### config.mk
export PLATFORM = sky130hd
export DESIGN_NAME = seq_det_arbiter
export DESIGN_NICKNAME = d
export VERILOG_FILES = /design/src/rtl/seq_det_arbiter.sv
export SDC_FILE = /design/constraint.sdc
export NUM_CORES = 1
export LEC_CHECK = 0
export CORE_ASPECT_RATIO = 1.1
export CORE_MARGIN = 1
export CORE_UTILIZATION = 59
export DETAILED_ROUTE_END_ITERATION = 10
export MAX_ROUTING_LAYER = met4
export PLACE_DENSITY = 0.91
export SYNTH_ARGS = -nofsm -noshare
export SYNTH_HDL_FRONTEND = slang
export SYNTH_SLANG_ARGS = --single-unit
### constraint.sdc
create_clock -name clk -period 4 [get_ports clk]
set_input_delay 1 -clock clk [delete_from_list [all_inputs] [get_ports clk]]
set_output_delay 1 -clock clk [all_outputs]
set_load 0.01 [all_outputs]
### src/rtl/seq_det_arbiter.sv
// Shared serial pattern detector, time-multiplexed among NCH requesters.
// A round-robin arbiter accepts one bit per cycle from one channel. Each
// channel keeps its own history, fill level and saturating match counter,
// so interleaved streams never disturb each other. Overlapping matches count.
module seq_det_arbiter #(
    parameter int NCH      = 4,
    parameter int PLEN_MAX = 8,
    parameter int CNT_W    = 8
) (
    input  logic                clk,
    input  logic                reset,
    input  logic                cfg_we,
    input  logic [PLEN_MAX-1:0] cfg_pattern,
    input  logic [3:0]          cfg_len,
    output logic                cfg_err,
    input  logic [NCH-1:0]      req,
    input  logic [NCH-1:0]      bit_in,
    output logic [NCH-1:0]      gnt,
    output logic [NCH-1:0]      match_vec,
    input  logic [2:0]          rd_ch,
    output logic [CNT_W-1:0]    rd_cnt,
    output logic                armed
);

    localparam int PW = (NCH > 1) ? $clog2(NCH) : 1;

    typedef enum logic [0:0] {
        ST_UNCFG = 1'b0,
        ST_RUN   = 1'b1
    } state_t;

    state_t                state_r;
    logic                  armed_r;
    logic                  cfg_err_r;
    logic [NCH-1:0]        match_vec_r;
    logic [PLEN_MAX-1:0]   pat_r;
    logic [3:0]            len_r;
    logic [PW-1:0]         ptr_r;
    logic [PLEN_MAX-1:0]   hist_r [NCH];
    logic [3:0]            fill_r [NCH];
    logic [CNT_W-1:0]      cnt_r  [NCH];

    logic                  cfg_ok_s;
    logic                  load_s;
    logic                  grant_en_s;
    logic                  found_s;
    logic [NCH-1:0]        gnt_s;
    logic [PW-1:0]         gnt_idx_s;
    logic [PW-1:0]         ptr_nxt_s;
    logic                  xfer_s;
    logic [PLEN_MAX-1:0]   hist_nxt_s [NCH];
    logic [3:0]            fill_nxt_s [NCH];
    logic [NCH-1:0]        match_s;
    logic [PLEN_MAX-1:0]   mask_s;
    logic [CNT_W-1:0]      rd_cnt_s;

    // Mask selecting the low 'len' bits of the match window.
    function automatic logic [PLEN_MAX-1:0] len_mask(input logic [3:0] len);
        logic [PLEN_MAX-1:0] m;
        m = '0;
        for (int b = 0; b < PLEN_MAX; b++) begin
            if (b < int'(len)) begin
                m[b] = 1'b1;
            end else begin
                m[b] = 1'b0;
            end
        end
        return m;
    endfunction

    // Config legality; a legal write always takes precedence over a grant.
    always_comb begin
        cfg_ok_s   = (cfg_len >= 4'd1) && (cfg_len <= 4'(PLEN_MAX));
        load_s     = cfg_we && cfg_ok_s;
        grant_en_s = (state_r == ST_RUN) && !load_s;
    end

    // Round-robin search starting at the pointer, wrapping modulo NCH.
    always_comb begin
        gnt_s     = '0;
        gnt_idx_s = '0;
        found_s   = 1'b0;
        for (int k = 0; k < NCH; k++) begin
            for (int i = 0; i < NCH; i++) begin
                if (!found_s && req[i] && (((int'(ptr_r) + k) % NCH) == i)) begin
                    found_s   = 1'b1;
                    gnt_s[i]  = 1'b1;
                    gnt_idx_s = PW'(i);
                end else begin
                    found_s = found_s;
                end
            end
        end
        if (!grant_en_s) begin
            gnt_s = '0;
        end else begin
            gnt_s = gnt_s;
        end
        xfer_s = |(gnt_s & req);
        if (gnt_idx_s == PW'(NCH - 1)) begin
            ptr_nxt_s = '0;
        end else begin
            ptr_nxt_s = gnt_idx_s + PW'(1);
        end
    end

    // Next history/fill per channel and the match decision on the updated window.
    always_comb begin
        mask_s = len_mask(len_r);
        for (int i = 0; i < NCH; i++) begin
            hist_nxt_s[i] = {hist_r[i][PLEN_MAX-2:0], bit_in[i]};
            if (fill_r[i] == 4'(PLEN_MAX)) begin
                fill_nxt_s[i] = fill_r[i];
            end else begin
                fill_nxt_s[i] = fill_r[i] + 4'd1;
            end
            match_s[i] = (fill_nxt_s[i] >= len_r) &&
                         (((hist_nxt_s[i] ^ pat_r) & mask_s) == '0);
        end
    end

    // Counter readback mux; out-of-range channel selects read as zero.
    always_comb begin
        rd_cnt_s = '0;
        for (int i = 0; i < NCH; i++) begin
            if (rd_ch == 3'(i)) begin
                rd_cnt_s = cnt_r[i];
            end else begin
                rd_cnt_s = rd_cnt_s;
            end
        end
    end

    // Control FSM: configuration state, armed flag, error pulse and RR pointer.
    always_ff @(posedge clk or negedge reset) begin
        if (!reset) begin
            state_r   <= ST_UNCFG;
            armed_r   <= 1'b0;
            cfg_err_r <= 1'b0;
            pat_r     <= '0;
            len_r     <= 4'd0;
            ptr_r     <= '0;
        end else begin
            cfg_err_r <= cfg_we && !cfg_ok_s;
            case (state_r)
                ST_UNCFG: begin
                    if (load_s) begin
                        state_r <= ST_RUN;
                        armed_r <= 1'b1;
                        pat_r   <= cfg_pattern;
                        len_r   <= cfg_len;
                    end else begin
                        state_r <= ST_UNCFG;
                        armed_r <= 1'b0;
                    end
                end
                ST_RUN: begin
                    armed_r <= 1'b1;
                    if (load_s) begin
                        pat_r <= cfg_pattern;
                        len_r <= cfg_len;
                    end else if (xfer_s) begin
                        ptr_r <= ptr_nxt_s;
                    end else begin
                        ptr_r <= ptr_r;
                    end
                end
                default: begin
                    state_r <= ST_UNCFG;
                    armed_r <= 1'b0;
                end
            endcase
        end
    end

    // Per-channel contexts: only the granted channel shifts in its bit.
    always_ff @(posedge clk or negedge reset) begin
        if (!reset) begin
            match_vec_r <= '0;
            for (int i = 0; i < NCH; i++) begin
                hist_r[i] <= '0;
                fill_r[i] <= 4'd0;
                cnt_r[i]  <= '0;
            end
        end else if (load_s) begin
            match_vec_r <= '0;
            for (int i = 0; i < NCH; i++) begin
                hist_r[i] <= '0;
                fill_r[i] <= 4'd0;
                cnt_r[i]  <= '0;
            end
        end else begin
            for (int i = 0; i < NCH; i++) begin
                if (gnt_s[i] && req[i]) begin
                    hist_r[i]      <= hist_nxt_s[i];
                    fill_r[i]      <= fill_nxt_s[i];
                    match_vec_r[i] <= match_s[i];
                    if (match_s[i] && (cnt_r[i] != {CNT_W{1'b1}})) begin
                        cnt_r[i] <= cnt_r[i] + CNT_W'(1);
                    end else begin
                        cnt_r[i] <= cnt_r[i];
                    end
                end else begin
                    match_vec_r[i] <= 1'b0;
                end
            end
        end
    end

    assign gnt       = gnt_s;
    assign match_vec = match_vec_r;
    assign cfg_err   = cfg_err_r;
    assign armed     = armed_r;
    assign rd_cnt    = rd_cnt_s;

endmodule

==> impl_metrics.env <==
export IMPL_internal_power_mw=1.917
export IMPL_worstPathArrival_ps=2930
export IMPL_setup_violations=0
export IMPL_postCtsHoldBufs=0
export IMPL_post_route_drc_count=0
export IMPL_synth_compound_area_frac=0.1418
export IMPL_antenna_found_initial=0
export IMPL_p_leak_nw=2.880
export IMPL_rr_worst_depth=8
export IMPL_fin_cells=786
export IMPL_dp_cells=770
export IMPL_multi_input_area_mm2=0.003068
export IMPL_finalHoldViolCount=0
export IMPL_cts_tree="yes"
export IMPL_ys_flop_type="dfrtp_1"
export IMPL_synthCells=625
export IMPL_ys_seq_elements=96
export IMPL_yosys_area_share_simple=0.2127
export IMPL_avgSynthCellArea_um2=9.119
export IMPL_synthTopCellsByArea="dfrtp_1 42%, nand2_1 7.0%, ha_1 6.1%"
export IMPL_grt_pass1_wl_um=23480
export IMPL_power_density_mw_per_mm2=454.8
export IMPL_cp_common_cell="clkdlybuf4s50_1"
export IMPL_ys_top_cells_by_count="107 x nand2_1, 96 x dfrtp_1, 40 x a21oi_1"
export IMPL_coreArea_mm2=0.009351
export IMPL_synthesis_nets=679
export IMPL_path_clk_slew_ps=90
export IMPL_wl_per_cell_um=18.47
export IMPL_grt_start_max_net_pins=65
export IMPL_ir_drop_uv=229.4
export IMPL_power_share_clock=0.249
export IMPL_crit_cells=6
export IMPL_drtIter0Drc=470
export IMPL_antenna_cells=0
export IMPL_drt_total_wl_um=14520
export IMPL_worst_setup_path_end_kind="primary output"
export IMPL_skew_ps=11.98
export IMPL_rsz0062_at_grt="false"
export IMPL_crit_path_cell_trace="clkdlybuf4s50_1 -> nor3_4 -> mux2i_4 -> or3b_4 -> inv_2 -> clkdlybuf4s50_1"
export IMPL_synthAdderAreaFrac=0.06147
export IMPL_die_area_mm2=0.01006
export IMPL_grt_usage=0.3170
export IMPL_clock_latency_ps=370
export IMPL_first_global_vias=4873
export IMPL_path_max_fanout=4
export IMPL_nFillCells=651
export IMPL_ioPinCount=44
export IMPL_cp_slowest_cell="clkdlybuf4s50_1"
export IMPL_setup_tns_ps=0
export IMPL_vias=5125
export IMPL_status="complete, no violations"
export IMPL_min_path_type="flop to flop"
export IMPL_ant_nets=0
export IMPL_die_w_um=95.71
export IMPL_drive_gt1_frac=0.08371
export IMPL_worstPathRequired_ps=3000
export IMPL_fin_crit_sh=0.9832
export IMPL_die_y_um=105.1
export IMPL_r2r_start="len_r[3]"
export IMPL_cts_resized=0
export IMPL_io_buffer_count=43
export IMPL_initial_core_util=0.6094
export IMPL_synth_top_family_by_area="simple AND/OR/NAND/NOR gates"
export IMPL_max_slew_margin_rel=0.5262
export IMPL_async_reset_ff_frac=1.000
export IMPL_syn_area_mm2=0.005699
export IMPL_grt_ovfl_total=0
export IMPL_via_per_inst=6.520
export IMPL_power_net_switching_mw=1.054
export IMPL_syn2layout_area_growth_pct=14.60
export IMPL_clockBufferDepth=2
export IMPL_yosysWarnings=0
export IMPL_maxSlewViolCount=0
export IMPL_synth_edf_count=0
export IMPL_path_delay_family="buffers and inverters"
export IMPL_htreeDepth=3
export IMPL_seq_area_frac_synth=0.4215
export IMPL_synth_xor_area_frac=0.06608
export IMPL_crit_path_start="cfg_len[0]"
export IMPL_clock_sinks=96
export IMPL_place_gp_congestion=0.9571
export IMPL_yosysMostFrequentCell="nand2_1"
export IMPL_ys_types=58
export IMPL_switching_share=0.3547
export IMPL_final_min_clock_period_ps=3933
export IMPL_cts_buffers_inserted=9
export IMPL_final_net_count=718
export IMPL_cts_root_buf="clkbuf_8"
export IMPL_drv_cap=0
export IMPL_num_rows=37
export IMPL_dp_hpwl_um=10160
export IMPL_synth_top_area_frac=0.4215
export IMPL_crit_end="gnt[1]"
export IMPL_r2r_end="cnt_r[7]"
export IMPL_post_cts_buffers=0
export IMPL_synth_mux_area_fraction=0.05291
export IMPL_fmax_mhz=254.3
export IMPL_worstSetupPathType="input pin to primary output"
export IMPL_dr_pass1_iters=7
export IMPL_crit_buf_inv=3
export IMPL_tightest_slew_ps=710.7
export IMPL_cp_start_kind="input pin"
export IMPL_p_comb_frac=0.326
export IMPL_yosys_area_top_type="dfrtp_1"
export IMPL_regArea_mm2=0.002402
export IMPL_r2r_slack_ps=540
export IMPL_p_seq_frac=0.424
export IMPL_critPathMaxStageDelay_ps=530
worst reg2reg max path, delay by kind of cell, from the launching register on:
family / cells / cell delay, ps
AND/OR/NAND/NOR: 3 / 1690
flip-flops: 1 / 640
buffers and inverters: 1 / 350
AO/OA/AOI/OAI: 3 / 330
adder cells (fa/ha/maj): 1 / 380
power groups by stage:
| stage | clock network, mW | registers, mW | logic, mW |
|---|---|---|---|
| floorplan | 0 | 1.19 | 0.696 |
| global placement | 0 | 1.26 | 0.896 |
| detailed placement | 0 | 1.27 | 0.950 |
| CTS | 0.742 | 1.25 | 0.961 |
| global route | 0.789 | 1.27 | 1.07 |
| finish | 0.740 | 1.26 | 0.970 |
kinds of logic after synthesis:
| group | after synthesis |
|---|---|
| AO/OA/AOI/OAI | 127 |
| XOR/XNOR | 43 |
| adder cells (fa/ha/maj) | 28 |
| buffers and inverters | 62 |
| flip-flops | 96 |
| multiplexers | 20 |
| AND/OR/NAND/NOR | 249 |
per-stage QoR:
step	hold slack (ps)	util	area, µm²	setup WS [ps]	total power [mW]
floorplan	471.3	-	5699	810.7	1.888
global route	580.3	0.6984	6531	3.536	3.132
CTS	550.8	0.6975	6523	22.47	2.957
global placement	514.2	0.6726	6290	31.57	2.154
detailed placement	534.8	0.6726	6290	-13.47	2.222
finish	548.2	0.6984	6531	67.20	2.971
worst min path at each step:
stage	startpoint	end	cells after the start
final	cnt_r[10]	cnt_r[10]	1
after floorplan	cnt_r[10]	cnt_r[10]	1
after global placement	cnt_r[10]	cnt_r[10]	1
after detailed placement	cnt_r[4]	cnt_r[4]	1
after global routing	hist_nxt_s[21]	hist_nxt_s[22]	2
after CTS	cnt_r[10]	cnt_r[10]	1
state kept, by name, indices dropped and copies added, names as in the netlist:
| register | flops |
|---|---|
| cnt_r | 32 |
| hist_nxt_s | 28 |
| fill_r | 16 |
| pat_r | 8 |
| len_r | 4 |
| match_vec | 4 |
| ptr_r | 2 |
| armed | 1 |
| cfg_err | 1 |
per-layer routing:
metal	track usage	vias up	wire, µm
met5	-	-	0
met4	0.1418	0	533
met3	0.05386	51	1057
met2	0.4969	258	7113
met1	0.4011	2530	5815
li1	-	2286	-
layout make-up:
class	count	area share
Tap cell	117	0.02241
Timing Repair Buffer	63	0.08889
Multi-Input combinational cell	467	0.4697
Clock buffer	14	0.02644
Clock inverter	2	0.009195
Inverter	27	0.01552
Sequential cell	96	0.3678
placed cells by master (no fill, tap or decap), types with 3 or more instances in the layout:
cell type,count
o21a_1,5
ha_1,28
inv_2,3
xnor2_1,35
a2111oi_0,3
and3_1,9
nand3_1,34
or3_1,7
mux2i_1,10
or4_1,8
dfrtp_1,96
clkdlybuf4s50_1,41
a211oi_1,4
clkbuf_8,12
nor2b_1,10
a21oi_1,40
nor4_1,3
mux4_2,8
o211ai_1,5
o22ai_1,12
o21ai_1,8
nor3_1,9
nand2b_1,11
o31ai_1,13
xor2_1,8
buf_4,21
nor2_1,28
a21o_1,3
o21ai_0,18
inv_1,24
nand4_1,11
nand2_1,107
Note: power is estimated with default switching activity, not from simulation.
